## src/rtl/nibble_serial_subtractor.sv

```systemverilog
// -----------------------------------------------------------------------------
// nibble_serial_subtractor
//
// Sequential WIDTH-bit subtractor computing d = a - b - bin (mod 2^WIDTH).
// One 4-bit nibble is processed per clock, least-significant nibble first.
// Each nibble goes through a 4-bit carry-lookahead slice that adds a + ~b + c,
// where c is the inverse of the borrow registered from the previous nibble.
// The result is complete WIDTH/4 cycles after the operands are accepted.
//
// Ports:
//   clk        rising-edge clock
//   rst_n      synchronous active-low reset
//   in_valid   operands present on a, b, bin
//   in_ready   block can accept operands (high only in IDLE)
//   a          minuend (unsigned or two's complement)
//   b          subtrahend
//   bin        borrow in
//   out_valid  d, bout, ovf hold a finished result
//   out_ready  consumer accepts the result
//   d          (a - b - bin) mod 2^WIDTH
//   bout       unsigned borrow out: 1 iff a < b + bin
//   ovf        signed overflow of the subtraction
// -----------------------------------------------------------------------------
module nibble_serial_subtractor #(
    parameter int WIDTH = 16
) (
    input  logic             clk,
    input  logic             rst_n,
    input  logic             in_valid,
    output logic             in_ready,
    input  logic [WIDTH-1:0] a,
    input  logic [WIDTH-1:0] b,
    input  logic             bin,
    output logic             out_valid,
    input  logic             out_ready,
    output logic [WIDTH-1:0] d,
    output logic             bout,
    output logic             ovf
);

    localparam int NIB = WIDTH / 4;
    // A single-nibble instance still needs a one-bit counter to be legal.
    localparam int CW  = (NIB > 1) ? $clog2(NIB) : 1;

    typedef enum logic [1:0] {
        IDLE = 2'd0,
        RUN  = 2'd1,
        DONE = 2'd2
    } state_t;

    state_t          state_q;
    state_t          state_d;

    logic [WIDTH-1:0] a_q;
    logic [WIDTH-1:0] b_q;
    logic [WIDTH-1:0] d_q;
    logic             borrow_q;
    logic             bout_q;
    logic             ovf_q;
    logic [CW-1:0]    cnt_q;

    logic [CW+1:0]    base;
    logic [3:0]       nib_a;
    logic [3:0]       nib_b;
    logic [3:0]       sum;
    logic             cout;
    logic             last;

    // 4-bit carry-lookahead adder slice: returns {carry_out, sum}.
    function automatic logic [4:0] cla4(input logic [3:0] x,
                                        input logic [3:0] y,
                                        input logic       c0);
        logic [3:0] g;
        logic [3:0] p;
        logic [4:0] c;
        g    = x & y;
        p    = x ^ y;
        c[0] = c0;
        c[1] = g[0] | (p[0] & c0);
        c[2] = g[1] | (p[1] & g[0]) | (p[1] & p[0] & c0);
        c[3] = g[2] | (p[2] & g[1]) | (p[2] & p[1] & g[0])
             | (p[2] & p[1] & p[0] & c0);
        c[4] = g[3] | (p[3] & g[2]) | (p[3] & p[2] & g[1])
             | (p[3] & p[2] & p[1] & g[0])
             | (p[3] & p[2] & p[1] & p[0] & c0);
        return {c[4], p ^ c[3:0]};
    endfunction

    // Datapath for the nibble selected by the counter. Subtraction is done
    // as a + ~b + ~borrow, so the slice carry-out is the inverted borrow.
    // NOTE: every signal written in always_comb gets a value on every path
    // (here unconditionally), otherwise synthesis infers a latch.
    always_comb begin
        base  = {cnt_q, 2'b00};
        nib_a = a_q[base +: 4];
        nib_b = b_q[base +: 4];
        {cout, sum} = cla4(nib_a, ~nib_b, ~borrow_q);
        last  = (cnt_q == CW'(NIB - 1));
    end

    // State register.
    // NOTE: sequential state uses non-blocking assignments so every register
    // samples pre-edge values, independent of process ordering.
    always_ff @(posedge clk) begin
        if (!rst_n) begin
            state_q <= IDLE;
        end else begin
            state_q <= state_d;
        end
    end

    // Next-state logic.
    always_comb begin
        state_d = state_q;
        case (state_q)
            IDLE:    if (in_valid) state_d = RUN;
            RUN:     if (last)     state_d = DONE;
            DONE:    if (out_ready) state_d = IDLE;
            default: state_d = IDLE;
        endcase
    end

    // Output logic: handshakes are pure functions of the state.
    always_comb begin
        in_ready  = (state_q == IDLE);
        out_valid = (state_q == DONE);
    end

    assign d    = d_q;
    assign bout = bout_q;
    assign ovf  = ovf_q;

    // Operand capture and per-nibble result accumulation. Clearing the result
    // registers on reset means an aborted operation leaves nothing behind.
    always_ff @(posedge clk) begin
        if (!rst_n) begin
            a_q      <= '0;
            b_q      <= '0;
            d_q      <= '0;
            borrow_q <= 1'b0;
            bout_q   <= 1'b0;
            ovf_q    <= 1'b0;
            cnt_q    <= '0;
        end else begin
            case (state_q)
                IDLE: begin
                    if (in_valid) begin
                        a_q      <= a;
                        b_q      <= b;
                        borrow_q <= bin;
                        cnt_q    <= '0;
                    end
                end
                RUN: begin
                    d_q[base +: 4] <= sum;
                    borrow_q       <= ~cout;
                    if (last) begin
                        // The counter only wraps on the way out of RUN.
                        cnt_q  <= '0;
                        bout_q <= ~cout;
                        // sum[3] is the MSB of the final result.
                        ovf_q  <= (a_q[WIDTH-1] ^ b_q[WIDTH-1])
                                & (sum[3] ^ a_q[WIDTH-1]);
                    end else begin
                        cnt_q <= cnt_q + 1'b1;
                    end
                end
                default: ; // DONE: hold the result stable
            endcase
        end
    end

endmodule

```

## config.mk

```make
export PLATFORM = sky130hd
export DESIGN_NAME = nibble_serial_subtractor
export DESIGN_NICKNAME = d
export VERILOG_FILES = /design/src/rtl/nibble_serial_subtractor.sv
export SDC_FILE = /design/constraint.sdc
export NUM_CORES = 1
export LEC_CHECK = 0
export BUFFER_PORTS_ARGS = -buffer_cell sky130_fd_sc_hd__buf_4
export CORE_MARGIN = 2
export CORE_UTILIZATION = 37
export CTS_CLUSTER_SIZE = 30
export DETAILED_ROUTE_END_ITERATION = 6
export GPL_TIMING_DRIVEN = 0
export PLACE_DENSITY_LB_ADDON = 0.15
export SKIP_CTS_REPAIR_TIMING = 1
export SLEW_MARGIN = 20
export SYNTH_ARGS = -nofsm -noshare
export SYNTH_HDL_FRONTEND = slang
export SYNTH_SLANG_ARGS = --single-unit
```

## constraint.sdc

```tcl
create_clock -name clk -period 2.9 [get_ports clk]
set_input_delay 0.58 -clock clk [delete_from_list [all_inputs] [get_ports clk]]
set_output_delay 0.58 -clock clk [all_outputs]
set_load 0.02 [all_outputs]
```

======== After elaboration in Yosys (flattened, before gate mapping) ========
Index checks and enable logic that the tools add are counted.
operators by class
  eq/ne operators ......................... 6
  shift-type cells ........................ 4
  bitwise logic cells ..................... 35
  add/subtract/negate cells ............... 2
  muxes and demuxes ....................... 10
  reductions and logical operators ........ 6
operators with widths
  cell                                                   number
  indexed part select 16 x 5 -> 4 bit                    2
  bitwise AND 1 bit                                      17
  bitwise mux 16 bit                                     1
  variable shift 4 x 6 -> 16 bit, first input constant   1
  indexed part select 4 x 6 -> 16 bit                    1
  2-to-1 mux 2 bit                                       5
  bitwise OR 1 bit                                       10
  XOR 4 bit                                              2
  negator 4 -> 6 bit                                     1
  case mux 2 bit (3 select lines)                        1
  AND reduction 2 bit                                    3
  bitwise AND 4 bit                                      1
  equality test 2 bit, second input constant             2
  inequality test 2 bit, second input constant           2
  NOT 4 bit                                              1
  case mux 2 bit (2 select lines)                        1
  AND reduction 3 bit                                    1
  adder 2 x 1 -> 2 bit, second input constant            1
  equality test 2 x 1 -> 1 bit, second input constant    1
  logical NOT 2 bit                                      1
  inequality test 2 x 1 -> 1 bit, second input constant  1
  NOT 1 bit                                              2
  case mux 1 bit (2 select lines)                        1
  nonzero test 2 bit                                     1
  other kinds (2)                                        3
word-level totals
  word-level logic and storage cells ...... 71
  register bits ........................... 55
  input bits .............................. 37

======== Longest topological paths before layout ========
  depth in word-level cells ............... 10
  mapped depth ............................ 8

======== Worst setup path after synthesis ========
OpenSTA, ideal clock, no wires.
  path kind ............................... register -> register
  start point ............................. reg cnt_q[0]
  end point ............................... reg ovf_q (netlist: ovf)
  data required time ...................... 2.814 ns
  library setup time ...................... 0.086 ns
  path buffers ............................ 1
  setup slack ............................. 0.332 ns
  stages on the path, launching flop included .. 8
  arrival ................................. 2.483 ns
  cell sequence ........................... dfxtp_1 > buf_2 > mux4_2 > ha_1 > nor2b_1 > o2111ai_1 > o211ai_1 > a211oi_1
on the way
  cells in the longest elaborated chain, start to end .. 10
  elaborated cells between the ends (all ways) .. 18
  classes of those cells .................. eq/ne: 1; shift: 2; bitwise: 14; reduce/logical: 1
RTL lines
  element                                                       line    source
  start, declared                                               60      logic [CW-1:0] cnt_q;
  start signal, assigned                                        165     cnt_q <= cnt_q + 1'b1;
  indexed part select 16 x 5 -> 4 bit                           96      nib_b = b_q[base +: 4];
  NOT 4 bit                                                     97      {cout, sum} = cla4(nib_a, ~nib_b, ~borrow_q);
  XOR 4 bit / bitwise AND 4 bit (equally long branches)         77, 76
  bitwise AND 1 bit, on equally long branches                   81, 82
  bitwise OR 1 bit, or another cell as far along                81      c[3] = g[2] | (p[2] & g[1]) | (p[2] & p[1] & g[0])
  bitwise OR 1 bit / bitwise AND 1 bit (equally long branches)  81, 82
  bitwise OR 1 bit                                              82      | (p[2] & p[1] & p[0] & c0);
  XOR 4 bit                                                     86      return {c[4], p ^ c[3:0]};
  XOR 1 bit                                                     163     & (sum[3] ^ a_q[WIDTH-1]);
  bitwise AND 1 bit                                             163
  end signal, assigned                                          162     ovf_q <= (a_q[WIDTH-1] ^ b_q[WIDTH-1])
  end, declared                                                 59      logic ovf_q;
Parallel ways exist; a longest one is shown, timed or not.
A chain may end at the register's enable or synchronous reset.

======== Worst setup path after layout ========
  start point ............................. reg cnt_q[0]
  end point ............................... reg d_q[6] (netlist: d[6])
on the way
  cells in the longest elaborated chain, start to end .. 10
  elaborated cells between the ends (all ways) .. 25
  classes of those cells .................. add/sub: 1; shift: 4; mux: 1; bitwise: 19
RTL lines
  element                                                       line    source
  indexed part select 16 x 5 -> 4 bit                           96
  NOT 4 bit                                                     97
  XOR 4 bit / bitwise AND 4 bit (equally long branches)         77, 76
  bitwise AND 1 bit, on equally long branches                   81, 82
  bitwise OR 1 bit, or another cell as far along                81
  bitwise OR 1 bit / bitwise AND 1 bit (equally long branches)  81, 82
  bitwise OR 1 bit                                              82
  XOR 4 bit                                                     86
  indexed part select 4 x 6 -> 16 bit                           155     d_q[base +: 4] <= sum;
  bitwise mux 16 bit *                                          155
  end signal, assigned by index                                 155
  end, declared                                                 56      logic [WIDTH-1:0] d_q;
Every way passes the cells marked *; elsewhere a longest branch is shown, timed or not.

==> results.cfg <==
[sta]
rsz0062_at_grt = no
worst_slack_ns = 0.166
worstMarginPinSlew_ns = 0.605
finClkSkew_ns = 0.00412
final-max-slew-violation-count = 0
slew_headroom_pct = 59.7
max_freq_mhz = 366
period_minus_slack_ns = 2.73
post-route-period-util_pct = 94.3
setup_violations = 0
timing.setup.tns_ns = 0
hold_viol_final = 0

[finish]
fin_nets = 410
fin_cells = 458
fillCellCount = 706
diodes = 0
syn_to_final_growth_pct = 25.0
finish.utilization_pct = 48.4
layout-drive-gt1-share_pct = 24.6

[placed_design]
gp_congestion = 0.918
io_buffers = 55
dp.cells = 450
pre_cts_slack_ns = -0.224
dp_hpwl_um = 4960

[worst_hold_path]
min_from = a_q[10]$_SDFFE_PN0P_
hold_end = a_q[10]$_SDFFE_PN0P_
hold_class = register to register
worstHoldPathCells = 2

[drt]
final_antenna_net_count = 0
wl_per_cell_um = 14.5
vias = 2292
dr.first_iter.drc_count = 95
viasPerCell = 5.00
drt_pass1_iterations = 4
drc = 0
finalWirelength_um = 6650

[outcome]
status = complete, no violations

[logic_synthesis]
ys_types = 43
ys_top_cells_by_count = nand2_1, dfxtp_1, a21oi_1
async_flop_share_pct = 0
syn_avg_cell_area_um2 = 8.90
synth_area_leaders = dfxtp_1, nand2_1, mux4_2
synth-seq-cells = 55
yosysWarnings = 0
synth_most_common_cell = nand2_1
synth_ff_type = dfxtp_1
synth-edff-count = 0
netlist_area_um2 = 2660
synth_area_leader_cell = dfxtp_1
synth_top_area_share_pct = 41.4
yosysSeqAreaShare_pct = 41.4
synth_nets = 348
syn_inst = 299

[die]
die_area_um2 = 7890
core_um2 = 6870
start_util_pct = 38.7
dieWidth_um = 88.8
io_pins = 57
die_h_um = 88.8
fp-row-count = 30

[power_and_ir_drop]
sequentialPowerShare_pct = 48.5
leakagePower_nw = 1.39
swShare_pct = 28.1
ir_worst_vdd_uv = 239
power_frac_comb_pct = 20.5
powerDensity_nw_per_um2 = 506
intPower_mw = 1.21
p_clk_share_pct = 31.1
p_sw_mw = 0.473

[cts]
clock_latency_ns = 0.30
cts_root_buf = clkbuf_8
clkTransAtPathRegs_ns = 0.10
cts_num_sinks = 55
cts_tree = built
clock_path_buffers = 2
cts_made_buffers = 5
htreeDepth = 2

[critical_path]
startpoint_type = register
crit_type = register to register
reg2regPathDepth = 7
reg2reg_from = cnt_q[0]$_SDFFE_PN0P_
r2r_slack_ns = 0.17
worstPathRequired_ns = 3.16
critPathMaxFanout = 10
end_kind = register
critPathArrivalTime_ns = 2.99
reg2reg_to = d[6]$_SDFFE_PN0P_

[flow_run]
maxCapViolCount = 0

[global_routing]
grt_pass1_wl_um = 11200
grt_max_degree = 17
grt_pass1_vias = 2313
grt_overflow = 0
track_usage_pct = 18.6
antenna_found_initial = 0
==> final cells by class <==
cell class	count	area, um2	share of cell area [%]
clock buffer	6	82.6	2.48
buffer	16	80.1	2.41
tap	96	120	3.61
sequential	55	1100	33.1
inverter	11	41.3	1.24
multi-input combinational	217	1450	43.7
timing repair buffer	55	413	12.4
clock inverter	2	35.0	1.05
==> logic make-up (layout without fill, tap and decap cells) <==
family                     after synthesis  in the layout  synth area share (%)
AOI/OAI and AO/OA                       72             72                  18.6
DFF                                     55             55                  41.4
buffers and inverters                   27             90                  4.42
and+or+nand+nor                        124            124                  22.6
muxes                                    8              8                  6.77
xor gates and xnor gates                 1              1                 0.329
adders and majority gates               12             12                  5.92
==> metrics by stage <==
stage / total power [mW] / hold WS, ns / area, um2
6_report: 1.68 / 0.456 / 3330
5_1_grt: 1.78 / 0.482 / 3330
4_1_cts: 1.70 / 0.458 / 3310
3_5_place_dp: 1.17 / 0.445 / 3190
3_3_place_gp: 1.17 / 0.441 / 3190
2_1_floorplan: 1.05 / 0.432 / 2660
==> flip-flops by register name, summed over array words and instances (netlist names) <==
register and flops:
b_q 16, a_q 16, d 16, borrow_q 1, bout 1, state_q 2, ovf 1, cnt_q 2
==> metal layers <==
| layer | track usage, % | share of wire [%] | vias up |
|---|---|---|---|
| met4 | 4.27 | 0.65 | 0 |
| met5 | 0 | 0 | - |
| met3 | 3.08 | 4.0 | 4 |
| li1 | - | - | 1159 |
| met2 | 32.5 | 50 | 43 |
| met1 | 24.1 | 45 | 1086 |
==> critical path, stage by stage (launching register included) <==
cell and delay, ns:
dfxtp_2 0.45, clkbuf_4 0.31, mux4_2 0.55, ha_1 0.38, o21ai_1 0.25, a21oi_1 0.15
a2111oi_0 0.44, o21a_1 0.16
==> power groups by stage <==
stage	Sequential [mW]	Combinational [mW]	Clock (mW)
5_1_grt	0.821	0.385	0.577
3_5_place_dp	0.833	0.338	0
4_1_cts	0.816	0.340	0.542
3_3_place_gp	0.832	0.333	0
2_1_floorplan	0.831	0.218	0
6_report	0.816	0.345	0.523
==> worst max-delay path by stage <==
stage	start	endpoint	slack, ns	depth (start not counted)
floorplan	cnt_q[0]$_SDFFE_PN0P_	ovf$_SDFFE_PN0P_	0.33	7
global placement	cnt_q[0]$_SDFFE_PN0P_	ovf$_SDFFE_PN0P_	-0.16	7
detailed placement	cnt_q[0]$_SDFFE_PN0P_	ovf$_SDFFE_PN0P_	-0.22	7
CTS	cnt_q[0]$_SDFFE_PN0P_	ovf$_SDFFE_PN0P_	-0.25	7
global route	cnt_q[0]$_SDFFE_PN0P_	d[6]$_SDFFE_PN0P_	0.05	7
finish	cnt_q[0]$_SDFFE_PN0P_	d[6]$_SDFFE_PN0P_	0.17	7
==> placed cells by master (no fill, tap or decap), types with 2 or more instances in the layout <==
| cell | n |
|---|---|
| nor2_1 | 18 |
| and2_1 | 4 |
| o21a_1 | 4 |
| nand3b_4 | 3 |
| o21ai_1 | 2 |
| nor3_1 | 2 |
| dfxtp_1 | 54 |
| a21oi_1 | 22 |
| nand3_1 | 3 |
| nor2b_1 | 4 |
| mux4_2 | 8 |
| inv_2 | 2 |
| a22oi_1 | 7 |
| inv_1 | 9 |
| nand2_1 | 75 |
| o2111ai_1 | 4 |
| a21boi_1 | 20 |
| clkbuf_8 | 6 |
| a211oi_1 | 3 |
| buf_4 | 56 |
| nand2b_1 | 5 |
| buf_1 | 2 |
| ha_1 | 11 |
| buf_2 | 3 |
| nand3b_1 | 3 |
| clkbuf_1 | 7 |
Note: power is estimated with default switching activity, not from simulation.
